==> config.mk <==
export PLATFORM = sky130hd
export DESIGN_NAME = ff_bank_cfg
export DESIGN_NICKNAME = d
export VERILOG_FILES = /design/src/rtl/ff_pkg.sv /design/src/rtl/ff_cell.sv /design/src/rtl/ff_bank_cfg.sv
export SDC_FILE = /design/constraint.sdc
export NUM_CORES = 1
export LEC_CHECK = 0
export CAP_MARGIN = 40
export CORE_MARGIN = 2
export CORE_UTILIZATION = 52
export DETAILED_ROUTE_END_ITERATION = 10
export PLACE_DENSITY = 0.95
export SLEW_MARGIN = 20
export SYNTH_ARGS = -nofsm -noshare
export SYNTH_HDL_FRONTEND = slang
export SYNTH_SLANG_ARGS = --single-unit
export TNS_END_PERCENT = 1
==> constraint.sdc <==
create_clock -name clk -period 5.7 [get_ports clk]
set_clock_uncertainty 0.2 [all_clocks]
set_input_delay 1.425 -clock clk [delete_from_list [all_inputs] [get_ports clk]]
set_output_delay 1.425 -clock clk [all_outputs]
set_load 0.1 [all_outputs]
==> src/rtl/ff_pkg.sv <==
// Shared definitions for the configurable flip-flop bank: mode encoding and
// the single-bit next-state function used by every channel.
package ff_pkg;

  typedef enum logic [1:0] {
    MODE_D  = 2'b00,
    MODE_T  = 2'b01,
    MODE_JK = 2'b10,
    MODE_SR = 2'b11
  } ff_mode_e;

  typedef struct packed {
    logic next_q;
    logic err;
  } ff_next_t;

  // err flags the SR forbidden input; q is held in that case.
  function automatic ff_next_t ff_next(ff_mode_e mode, logic a, logic b, logic q);
    ff_next_t r;
    r.next_q = q;
    r.err    = 1'b0;
    case (mode)
      MODE_D:  r.next_q = a;
      MODE_T:  r.next_q = q ^ a;
      MODE_JK: begin
        case ({a, b})
          2'b10:   r.next_q = 1'b1;
          2'b01:   r.next_q = 1'b0;
          2'b11:   r.next_q = ~q;
          default: r.next_q = q;
        endcase
      end
      MODE_SR: begin
        case ({a, b})
          2'b10:   r.next_q = 1'b1;
          2'b01:   r.next_q = 1'b0;
          2'b11:   r.err    = 1'b1;
          default: r.next_q = q;
        endcase
      end
      default: r.next_q = q;
    endcase
    return r;
  endfunction

endpackage

==> src/rtl/ff_cell.sv <==
// One channel of the flip-flop bank: state bit, change strobe and sticky
// SR-forbidden flag.
module ff_cell
  import ff_pkg::*;
#(
  parameter logic RST_BIT = 1'b0
) (
  input  logic       clk,
  input  logic       rst,
  input  logic       en,
  input  logic [1:0] mode,
  input  logic       a,
  input  logic       b,
  input  logic       clr_err,
  output logic       q,
  output logic       changed,
  output logic       sr_err
);

  logic     r_q;
  logic     r_changed;
  logic     r_sr_err;
  ff_next_t w_nxt;

  assign w_nxt = ff_next(ff_mode_e'(mode), a, b, r_q);

  // A new error on this edge wins over clr_err.
  always_ff @(posedge clk) begin
    if (!rst) begin
      r_q       <= RST_BIT;
      r_changed <= 1'b0;
      r_sr_err  <= 1'b0;
    end else if (en) begin
      r_q       <= w_nxt.next_q;
      r_changed <= w_nxt.next_q ^ r_q;
      r_sr_err  <= w_nxt.err | (r_sr_err & ~clr_err);
    end else begin
      r_changed <= 1'b0;
      r_sr_err  <= r_sr_err & ~clr_err;
    end
  end

  assign q       = r_q;
  assign changed = r_changed;
  assign sr_err  = r_sr_err;

endmodule

==> src/rtl/ff_bank_cfg.sv <==
// WIDTH independent flip-flops with run-time D/T/JK/SR mode, global enable,
// per-bit change strobe and sticky SR-forbidden flags.
module ff_bank_cfg
  import ff_pkg::*;
#(
  parameter int               WIDTH   = 8,
  parameter logic [WIDTH-1:0] RST_VAL = {WIDTH{1'b0}}
) (
  input  logic             clk,
  input  logic             rst,
  input  logic             en,
  input  logic [1:0]       mode,
  input  logic [WIDTH-1:0] a,
  input  logic [WIDTH-1:0] b,
  input  logic             clr_err,
  output logic [WIDTH-1:0] q,
  output logic [WIDTH-1:0] qbar,
  output logic [WIDTH-1:0] changed,
  output logic [WIDTH-1:0] sr_err
);

  logic [WIDTH-1:0] w_q;

  for (genvar i = 0; i < WIDTH; i++) begin : g_cell
    ff_cell #(
      .RST_BIT(RST_VAL[i])
    ) u_cell (
      .clk     (clk),
      .rst     (rst),
      .en      (en),
      .mode    (mode),
      .a       (a[i]),
      .b       (b[i]),
      .clr_err (clr_err),
      .q       (w_q[i]),
      .changed (changed[i]),
      .sr_err  (sr_err[i])
    );
  end

  assign q    = w_q;
  assign qbar = ~w_q;

endmodule

Word-level counts from Yosys, hierarchy flattened. Index checks and enable logic that the tools add are counted.

Multipliers: 0. Bitwise operators: 42. Muxes and demuxes: 48. Shift-type cells: 0. Magnitude comparators: 0. Divide/modulo/power cells: 0. Equality and inequality tests: 27. Add/sub/neg operators: 0. Reduce and logical (&&, ||, !) cells: 2.

Operator list (count): equality test 2 bit, second input constant (18); case mux 1 bit (4 select lines) (8); 2-to-1 mux 1 bit (24); case mux 1 bit (3 select lines) (8); equality test 2 x 1 -> 1 bit, second input constant (9); case mux 1 bit (2 select lines) (8); bitwise XOR 1 bit (16); NOT 1 bit (9); AND 1 bit (8); NOT 8 bit (1); bitwise OR 1 bit (8); zero test 2 bit (1); AND reduction 2 bit (1).

Word-level logic and storage cells: 143. Bits in writable memories: 0. Output and inout bits: 32. Memories: 0. Bits in read-only memories: 0. Register bits: 24. Latch bits: 0.

Depth between registers and ports, before layout. Gate-level depths: netlist (run 1).

Depth after elaboration: 5. Mapped depth: 6. Depth with buffers taken out: 6.

Hierarchy. A second synthesis (run 1) with hierarchy kept.

Cell total of the unflattened synthesis: 176. Area, all modules: 1601.5 um^2.

Modules (own cells, without submodules): ff_cell (instances 8, cells an instance 21, seq. area each 60.1 um^2, area an instance 196.4 um^2); ff_bank_cfg (instances 1, cells an instance 8, seq. area each 0.0 um^2, area an instance 30.0 um^2).

Least setup slack after synthesis (run 1). No wires, ideal clock.

Kind: input to register. Start: input b[7]. End: register g_cell[7].u_cell.r_changed. Data arrival time: 2.685 ns. Data required time: 5.379 ns. Setup time: 0.121 ns. Slack: 2.694 ns. Cell stages on the path: 6. Cells stage by stage: inv_1 -> ha_1 -> nand2b_1 -> or2_2 -> a41oi_1 -> mux2_2.

Word-level cells in the longest chain between the ends: 4. Elaborated cells on any way between the ends: 7. Those cells by class: eq/ne: 3; mux: 3; bitwise: 1.

RTL lines: from (decl) (line ff_bank_cfg.sv:14) `input logic [WIDTH-1:0] b,`; equality test 2 bit, or another cell as far along (line ff_pkg.sv:26) `case ({a, b})`; case mux 1 bit (3 select lines) or case mux 1 bit (2 select lines) (tied branches) (line ff_pkg.sv:26, ff_pkg.sv:34); case mux 1 bit (4 select lines) (*) (line ff_pkg.sv:22) `case (mode)`; bitwise XOR 1 bit (*) (line ff_cell.sv:35) `r_changed <= w_nxt.next_q ^ r_q;`; to (signal assigned) (line ff_cell.sv:35); to (decl) (line ff_cell.sv:21) `logic r_changed;`.

Mark *: on every way between the ends. The rest lies on a longest branch, timed or not. A chain may end at the register's enable or synchronous reset.

Final worst setup path (run 1).
Start: input mode[1]. End: register g_cell[5].u_cell.r_q.

Word-level cells in the longest chain between the ends: 2. Elaborated cells on any way between the ends: 5. Those cells by class: eq/ne: 3; mux: 1; reduce/logical: 1.

RTL lines: from (decl) (line ff_bank_cfg.sv:12) `input logic [1:0] mode,`; equality test 2 bit, or another cell as far along (line ff_pkg.sv:22); case mux 1 bit (4 select lines) (*) (line ff_pkg.sv:22); to (signal assigned) (line ff_cell.sv:34) `r_q <= w_nxt.next_q;`; to (decl) (line ff_cell.sv:20) `logic r_q;`.

Marked as above.

==> impl.org, run 1 <==
** Power
- Combinational logic is responsible for 44.4% of the overall power.
- In this run switching power makes up 39.1% of total power.
- Leakage power figure :: 0.00121 µW
- VDD sags by at most 122 µV.
- Total power per unit cell area :: 214 mW/mm²
- Internal power comes to 374 µW.
- The clock network accounts for 25.1% of the total power.
- Register share of total power :: 30.5%
- Psw :: 240 µW

** Clocking
- Number of sinks on the clock net :: 24
- In this run the clock root is driven by a sky130_fd_sc_hd__clkbuf_8.
- Post-CTS repair changed the size of 0 cells.
- Clock latency reported for the late side of the worst-skew pair :: 0.27 ns
- Once the clock tree was built, the setup fixing pass inserted 0 buffers.
- Depth of the CTS H-tree :: 1
- After clock tree synthesis, the clock-pin slew on the worst setup and hold paths is 0.09 ns.
- Hold repair after CTS inserted 0 buffers.
- Max Buffers Root-to-Sink :: 2
- CTS tree :: yes
- Clock tree synthesis inserted a total of 3 buffers.

** Route
- The final route contains 2012 vias.
- Remaining DRCs :: 0
- The detailed router finished its first iteration with 164 violations.
- The routed design has 5570 µm of wire.
- After detailed routing, the met3 layer carries 457 µm of wire.
- In the final routed layout, each cell accounts on average for 16.2 µm.
- Sum of routed wire segments on met1 :: 2250 µm
- Highest signal layer in the routed design :: met4
- After detailed routing, the number of vias per cell comes to 5.85.
- Routed met2 length :: 2740 µm
- The detail route stage leaves a number of antenna-violating nets equal to 0.
- Pre-antenna DRT Iters :: 5

** Global route
- Antenna violations before repair :: 0
- For this run the aggregate overflow at the end of global routing stands at 0.
- Entering global routing, the biggest net connects 29 pins.
- The first global-routing pass estimated 8850 µm of wire.
- Global routing used 26.7% of the available tracks across all layers.
- The number of global-route vias before repair is 1921.

** STA
- Final Setup Violations :: 0
- After routing, the total negative slack on setup checks comes to 0 ns.
- Unrepaired setup endpoints after global routing :: no
- The worst path meets setup with 2.17 ns of slack.
- Headroom to the max-slew limit :: 56.4%
- Final cycle utilization of the critical path :: 61.9%
- Maximum frequency from static timing analysis :: 283 MHz
- The hold violation total from the final report is 0.
- At the pin with the least slew margin, the transition time is 0.653 ns.
- For the finished layout, the period the worst path requires is 3.53 ns.
- Count of final max-slew check failures :: 0

** Setup path
- In this run the register-to-register setup slack is 4.03 ns.
- The startpoint identified for the worst register-to-register timing path is g_cell[0].u_cell.q.
- Along the worst path, the maximum fanout reaches 20.
- The worst register-to-register path ends at g_cell[0].u_cell.q.
- Counting cells, the worst reg-to-reg path comes to 4.
- Nature of the critical path startpoint :: primary input
- WP data required :: 5.72 ns
- Critical path start-end classification :: primary input to register
- The worst setup path is captured at a register.
- Worst endpoint data arrival time :: 3.55 ns

** Worst hold path
- The worst hold path passes through 2 cells.
- For hold timing, the worst endpoint is g_cell[5].u_cell.changed.
- Worst hold start :: g_cell[5].u_cell.q
- The worst hold path belongs to the class register to register.

** Layout
- The finished layout holds 344 standard cells, fillers aside.
- Antenna fix cells :: 0
- Of the cells placed in the final design, the portion with a size suffix greater than 1 is 16.6%.
- Leaving out fill and tap cells, the most frequent cells in the layout are sky130_fd_sc_hd__clkdlybuf4s50_1, sky130_fd_sc_hd__buf_8, sky130_fd_sc_hd__dfxtp_1.
- Footprint of the multi-input gates :: 0.00114 mm²
- Total Nets Final :: 335
- The sequential cells in the finished layout cover a total of 480 µm².
- Fill count :: 231
- From synthesis to final layout, the design area changed by 46.7%.
- Most frequent standard cell in the layout excluding fill and tap cells :: sky130_fd_sc_hd__clkdlybuf4s50_1

** Job
- Max-cap violations in this run came to 0.

** Run status
- Status :: complete, no violations

** Synth
- Number of flops mapped to enable cells by yosys :: 0
- In this run the cell area of the synthesized design comes to 0.00196 mm².
- Gate count after technology mapping :: 243
- In the synthesized netlist the async set-or-reset flop fraction comes to 0%.
- Predominant post-synthesis flop cell :: sky130_fd_sc_hd__dfxtp_1
- The netlist uses 54 different library cells.
- Of the synthesized area, sequential elements account for 24.6%.
- Register bit total from synthesis :: 24
- Yosys warning count :: 0
- A synthesized cell averages 8.05 µm².
- When the netlist entered floorplanning its net count stood at 281.
- By area the synthesized netlist is led by sky130_fd_sc_hd__dfxtp_1, sky130_fd_sc_hd__ha_1, sky130_fd_sc_hd__buf_4.
- In this run the biggest area consumer among cell types represents 24.6% of the synthesized area.
- The synthesized design spends more area on one cell type than any other, namely sky130_fd_sc_hd__dfxtp_1.

** Placed design
- Placed insts :: 339
- Port buffer count :: 53
- After legalization and detailed placement, the total HPWL measured 3700 µm.
- Setup WS pre-CTS :: 1.95 ns
- The congestion estimate from routability-driven global placement came to 0.872.

** Floorplanning
- Floorplan die width :: 65.3 µm
- Area of the core region :: 0.00363 mm²
- The die is 65.3 µm tall.
- Initial core utilization :: 53.9%
- Row cnt :: 22
- The floorplan step defined a die boundary enclosing 0.00427 mm².
- 54 I/O pins were placed.
## worst max-delay path, stage by stage
cell and delay, ns:
sky130_fd_sc_hd__clkdlybuf4s50_1 0.89, sky130_fd_sc_hd__buf_6 0.25, sky130_fd_sc_hd__nand2b_1 0.19, sky130_fd_sc_hd__nand2_1 0.12, sky130_fd_sc_hd__a2111oi_0 0.49, sky130_fd_sc_hd__a31o_2 0.18
## registers in the layout (all words and copies together) (netlist names)
signal and count:
g_cell.u_cell.q 8, g_cell.u_cell.changed 8, g_cell.u_cell.sr_err 8
## logic make-up (layout without fill, tap and decap cells)
kind of cell / count (synthesis) / after routing / share of synthesized area [%]
compound gates: 61 / 61 / 22.1
buf+inv: 59 / 112 / 17.1
xor+xnor: 3 / 3 / 1.34
mux: 6 / 6 / 3.26
fa+ha+maj: 16 / 16 / 10.2
simple gates: 74 / 74 / 21.5
flops: 24 / 24 / 24.6
## metal layers
metal	vias to the layer above	track usage, %
met5	-	0
met4	0	12.5
met3	17	3.94
met2	118	47.1
li1	938	-
met1	939	31.8
## synth_stat cells, types with 2 or more instances
cell type                    n
sky130_fd_sc_hd__clkbuf_1    6
sky130_fd_sc_hd__a32o_1      2
sky130_fd_sc_hd__nand2_1    13
sky130_fd_sc_hd__a31o_2      3
sky130_fd_sc_hd__ha_1       16
sky130_fd_sc_hd__o21ai_0     9
sky130_fd_sc_hd__nand4_1     2
sky130_fd_sc_hd__a311oi_1    3
sky130_fd_sc_hd__buf_2       6
sky130_fd_sc_hd__a2111oi_0   2
sky130_fd_sc_hd__dfxtp_1    24
sky130_fd_sc_hd__and3b_1     2
sky130_fd_sc_hd__nand3_1     4
sky130_fd_sc_hd__o211ai_1    5
sky130_fd_sc_hd__buf_6       2
sky130_fd_sc_hd__a21oi_1    16
sky130_fd_sc_hd__inv_1      20
sky130_fd_sc_hd__nor3_1      6
sky130_fd_sc_hd__xnor2_1     2
sky130_fd_sc_hd__and3_1      3
sky130_fd_sc_hd__nand2b_1   10
sky130_fd_sc_hd__mux2_2      3
sky130_fd_sc_hd__buf_4      24
sky130_fd_sc_hd__a31oi_1     4
sky130_fd_sc_hd__o22a_1      2
sky130_fd_sc_hd__mux2i_1     3
sky130_fd_sc_hd__o311a_1     2
sky130_fd_sc_hd__nand3b_1    2
sky130_fd_sc_hd__nor2b_1    18
sky130_fd_sc_hd__nor2_1      5
## stage by stage
step | power [µW] | hold slack (ns) | util [%] | instance area, µm²
2_1_floorplan | 366 | 0.308 | - | 1960
3_3_place_gp | 407 | 0.344 | 63.1 | 2290
3_5_place_dp | 457 | 0.350 | 76.6 | 2780
4_1_cts | 611 | 0.363 | 78.6 | 2860
5_1_grt | 636 | 0.396 | 79.0 | 2870
6_report | 614 | 0.365 | 79.0 | 2870
## power groups by stage
stage / combinational (µW) / sequential, µW / clock (µW)
after floorplan: 179 / 186 / 0
after global placement: 216 / 190 / 0
after detailed placement: 266 / 191 / 0
after CTS: 270 / 187 / 154
after global routing: 285 / 189 / 163
final: 273 / 188 / 154
## worst max path at each step
stage	startpoint	endpoint	depth (start not counted)
after floorplan	b[7]	g_cell[7].u_cell.changed	6
after global placement	mode[1]	g_cell[7].u_cell.changed	5
after detailed placement	mode[0]	g_cell[3].u_cell.changed	4
after CTS	mode[0]	g_cell[3].u_cell.changed	4
after global routing	rst	g_cell[4].u_cell.q	4
final	mode[1]	g_cell[5].u_cell.q	6
## final cells by class
| cell class | count | area share, % |
|---|---|---|
| inverters | 21 | 2.75 |
| flip-flops and latches | 24 | 16.7 |
| multi-input cells | 160 | 39.8 |
| repair buffers | 87 | 36.1 |
| clock inverters | 1 | 1.05 |
| clock buffers | 3 | 1.44 |
| well taps | 48 | 2.09 |
Note: power is estimated with default switching activity, not from simulation.
==> run 2: changes to the inputs <==
CORE_UTILIZATION = 49   (was 52)
PLACE_DENSITY = 0.93   (was 0.95)
clock period = 3.47 ns   (was 5.7 ns; I/O delays follow)
==> impl.org, run 2 (synthesis gave the netlist of run 1 again) <==
** Run status
- The flow ran to the end, and the final reports show no timing, DRC or antenna violations.

** Clocking
- The H-tree depth was 1 (unchanged).
- The clock slew at the register clock pins of the worst setup and hold paths came to 0.09 ns (about the same).
- The post-cts repair resize count came to 0 (unchanged).
- The buffers inserted during post-CTS setup optimization was 0 (unchanged).
- The count of hold-fix buffers inserted at cts is 0 (unchanged).
- Clock latency reported for the late side of the worst-skew pair :: 0.28 ns (about the same)
- The number of sinks on the clock net was 24 (unchanged).
- The tree is rooted in a sky130_fd_sc_hd__clkbuf_8.
- TritonCTS built the clock tree.
- Inserted Clock Buffers :: 3 (unchanged)
- The buffer levels on the longest clock path is 2 (unchanged).

** Layout
- The final core utilization came to 62.2% (-17 points).
- The total inserted antenna cells was 0 (unchanged).
- Commonest cells after routing, fill and taps aside :: sky130_fd_sc_hd__buf_4, sky130_fd_sc_hd__dfxtp_1, sky130_fd_sc_hd__clkdlybuf4s50_1
- The total non-filler cell area in the finished layout is 0.00233 mm² (-19%).
- The library cell used most frequently in the layout, excluding fill and tap cells, is sky130_fd_sc_hd__buf_4.
- Relative to the synthesized area, the layout overhead comes to 19.0%.
- The post-layout net count came to 307 (-8.4%).
- Footprint of the multi-input gates :: 0.00114 mm² (unchanged)
- Fill count :: 344 (+49%)
- The register cell area after layout came to 480 µm² (unchanged).
- The fraction of layout instances using a drive strength above 1 came to 19.8% (+3.2 points).

** Floorplanning
- The core box area came to 0.00374 mm² (+3.0%).
- Count of pins on the block boundary :: 54 (unchanged)
- Row cnt :: 22 (unchanged)
- The full die area came to 0.00452 mm² (+5.7%).
- The initial core utilization was 52.3% (-1.6 points).
- The chip height was 67.2 µm (+2.8%).
- The chip width came to 67.2 µm (+2.8%).

** Route
- Sum of routed wire segments on met1 :: 1990 µm (-11%)
- The detailed-routing iteration count for the pre-antenna-repair pass was 4 (-1).
- Number of nets still failing antenna checks after routing :: 0 (unchanged)
- Mean routed wirelength per cell :: 13.9 µm (-14%)
- Vias per std cell :: 5.67 (-3.0%)
- Routed met2 length :: 2080 µm (-24%)
- Total Wirelength :: 4400 µm (-21%)
- The total met3 wirelength after detailed routing was 287 µm (-37%).
- The initial detailed-routing violation count is 148 (-9.8%).
- Signal routing reaches up to met4.
- Remaining DRCs :: 0 (unchanged)
- Via total after detailed routing :: 1793 (-11%)

** Setup path
- The maximum fanout count along the critical path was 3 (-85%).
- The arrival time reported for the critical path endpoint was 2.75 ns (-0.80 ns).
- The total buffers and inverters traversed by the critical path was 2 (unchanged).
- Critical-path cell list :: clkdlybuf4s50_1 -> inv_1 -> ha_1 -> nand2b_1 -> or2_2 -> a41oi_1 -> mux2_2
- Nature of the critical path startpoint :: primary input
- For this design, the slowest cell found on the critical path is sky130_fd_sc_hd__clkdlybuf4s50_1.
- Broken down by cell family, the worst path's largest delay share belongs to buffers and inverters.
- The longest individual stage delay on the worst path came to 0.49 ns (-0.40 ns).
- WP data required :: 3.45 ns (-2.27 ns)
- Critical path start-end classification :: primary input to register
- Setup crit end kind :: register

** Power
- Total power per unit cell area :: 396 mW/mm² (+85%)
- The standby leakage power is 0.00103 µW (-14%).
- Overall Power :: 922 µW (+50%)
- Worst vdd rail ir drop :: 227 µV (+87%)

** STA
- The slew at the pin closest to its max-slew limit came to 0.528 ns (-0.124 ns).
- The hold violation total from the final report came to 0 (unchanged).
- The worst slew margin relative to its limit came to 64.7% (+8.3 points).
- The number of slew-limit violations in the final report was 0 (unchanged).
- Maximum frequency from static timing analysis :: 360 MHz
- Unrepaired setup endpoints after global routing :: no
- The sum of negative setup slack came to 0 ns (unchanged).
- After layout, the minimum clock period comes to 2.78 ns.
- After layout, the worst path uses 80.0% of the clock period.
- The final setup violation count was 0 (unchanged).

** Global route
- The first-pass GRT wire length came to 7140 µm (-19%).
- Antenna violations before repair :: 0 (unchanged)
- The maximum number of pins on one net before global-route repair is 16 (-45%).
- The aggregate global routing overflow is 0 (unchanged).
- Number of global-route vias before repair :: 1590 (-17%)
- Total routing resource utilization after global routing :: 20.6% (-6.1 points)

** Job
- Number of maximum-capacitance constraint violations :: 0 (unchanged)

** Placed design
- The number of I/O port buffers was 53 (unchanged).
- The cell area after placement was 0.00226 mm² (-19%).
- The routability congestion estimate from global placement was 0.841 (-3.5%).
- The half-perimeter wire length of the detailed placement result is 3280 µm (-11%).

** Worst hold path
- Type of the most critical hold path :: register to register
## run 2: cell count changes in the layout (fill, tap and decap cells not counted)
cell,before,now
sky130_fd_sc_hd__buf_8,33,0
sky130_fd_sc_hd__buf_6,1,0
sky130_fd_sc_hd__buf_4,0,38
sky130_fd_sc_hd__clkdlybuf4s50_1,53,21
## run 2: worst paths after layout
| path | cells after the start | slack [ns] | startpoint | end |
|---|---|---|---|---|
| max reg2reg | 4 | 1.85 | g_cell[0].u_cell.q | g_cell[0].u_cell.changed |
| max | 7 | 0.69 | b[7] | g_cell[7].u_cell.changed |
| min reg2reg | 2 | 0.39 | g_cell[5].u_cell.q | g_cell[5].u_cell.changed |
| min | 2 | 0.39 | g_cell[5].u_cell.q | g_cell[5].u_cell.changed |
## run 2: metrics by stage
stage | setup slack (ns) | hold slack (ns) | cells
finish | 0.695 | 0.385 | 316
global route | 0.617 | 0.415 | 316
CTS | 0.705 | 0.386 | 316
detailed placement | 0.408 | 0.371 | 312
global placement | 0.455 | 0.338 | 312
floorplan | 1.02 | 0.308 | 243
## run 2: report_power, final
group / switching [µW] / leakage, µW / internal, µW
logic: 254 / 0.000802 / 106
registers: 17.3 / 0.000196 / 290
clock network: 99.5 / 0.0000357 / 155
## run 2: worst register-to-register path, stage by stage (launching register included)
cell,delay (ns)
sky130_fd_sc_hd__dfxtp_1,0.42
sky130_fd_sc_hd__or3b_1,0.42
sky130_fd_sc_hd__a2111oi_2,0.37
sky130_fd_sc_hd__nor3_1,0.09
sky130_fd_sc_hd__nand2_1,0.07
## run 2: routing by layer
layer / vias up / track usage, %
li1: 879 / -
met5: - / 0
met3: 4 / 3.17
met4: 0 / 10.2
met2: 71 / 33.0
met1: 839 / 26.9
## run 2: cell type report
class	instances	area share, %
clock buffer	3	1.77
clock inverter	1	1.29
inverter	21	3.39
multi-input combinational	160	49.1
sequential	24	20.6
tap	48	2.58
timing repair buffer	59	21.3
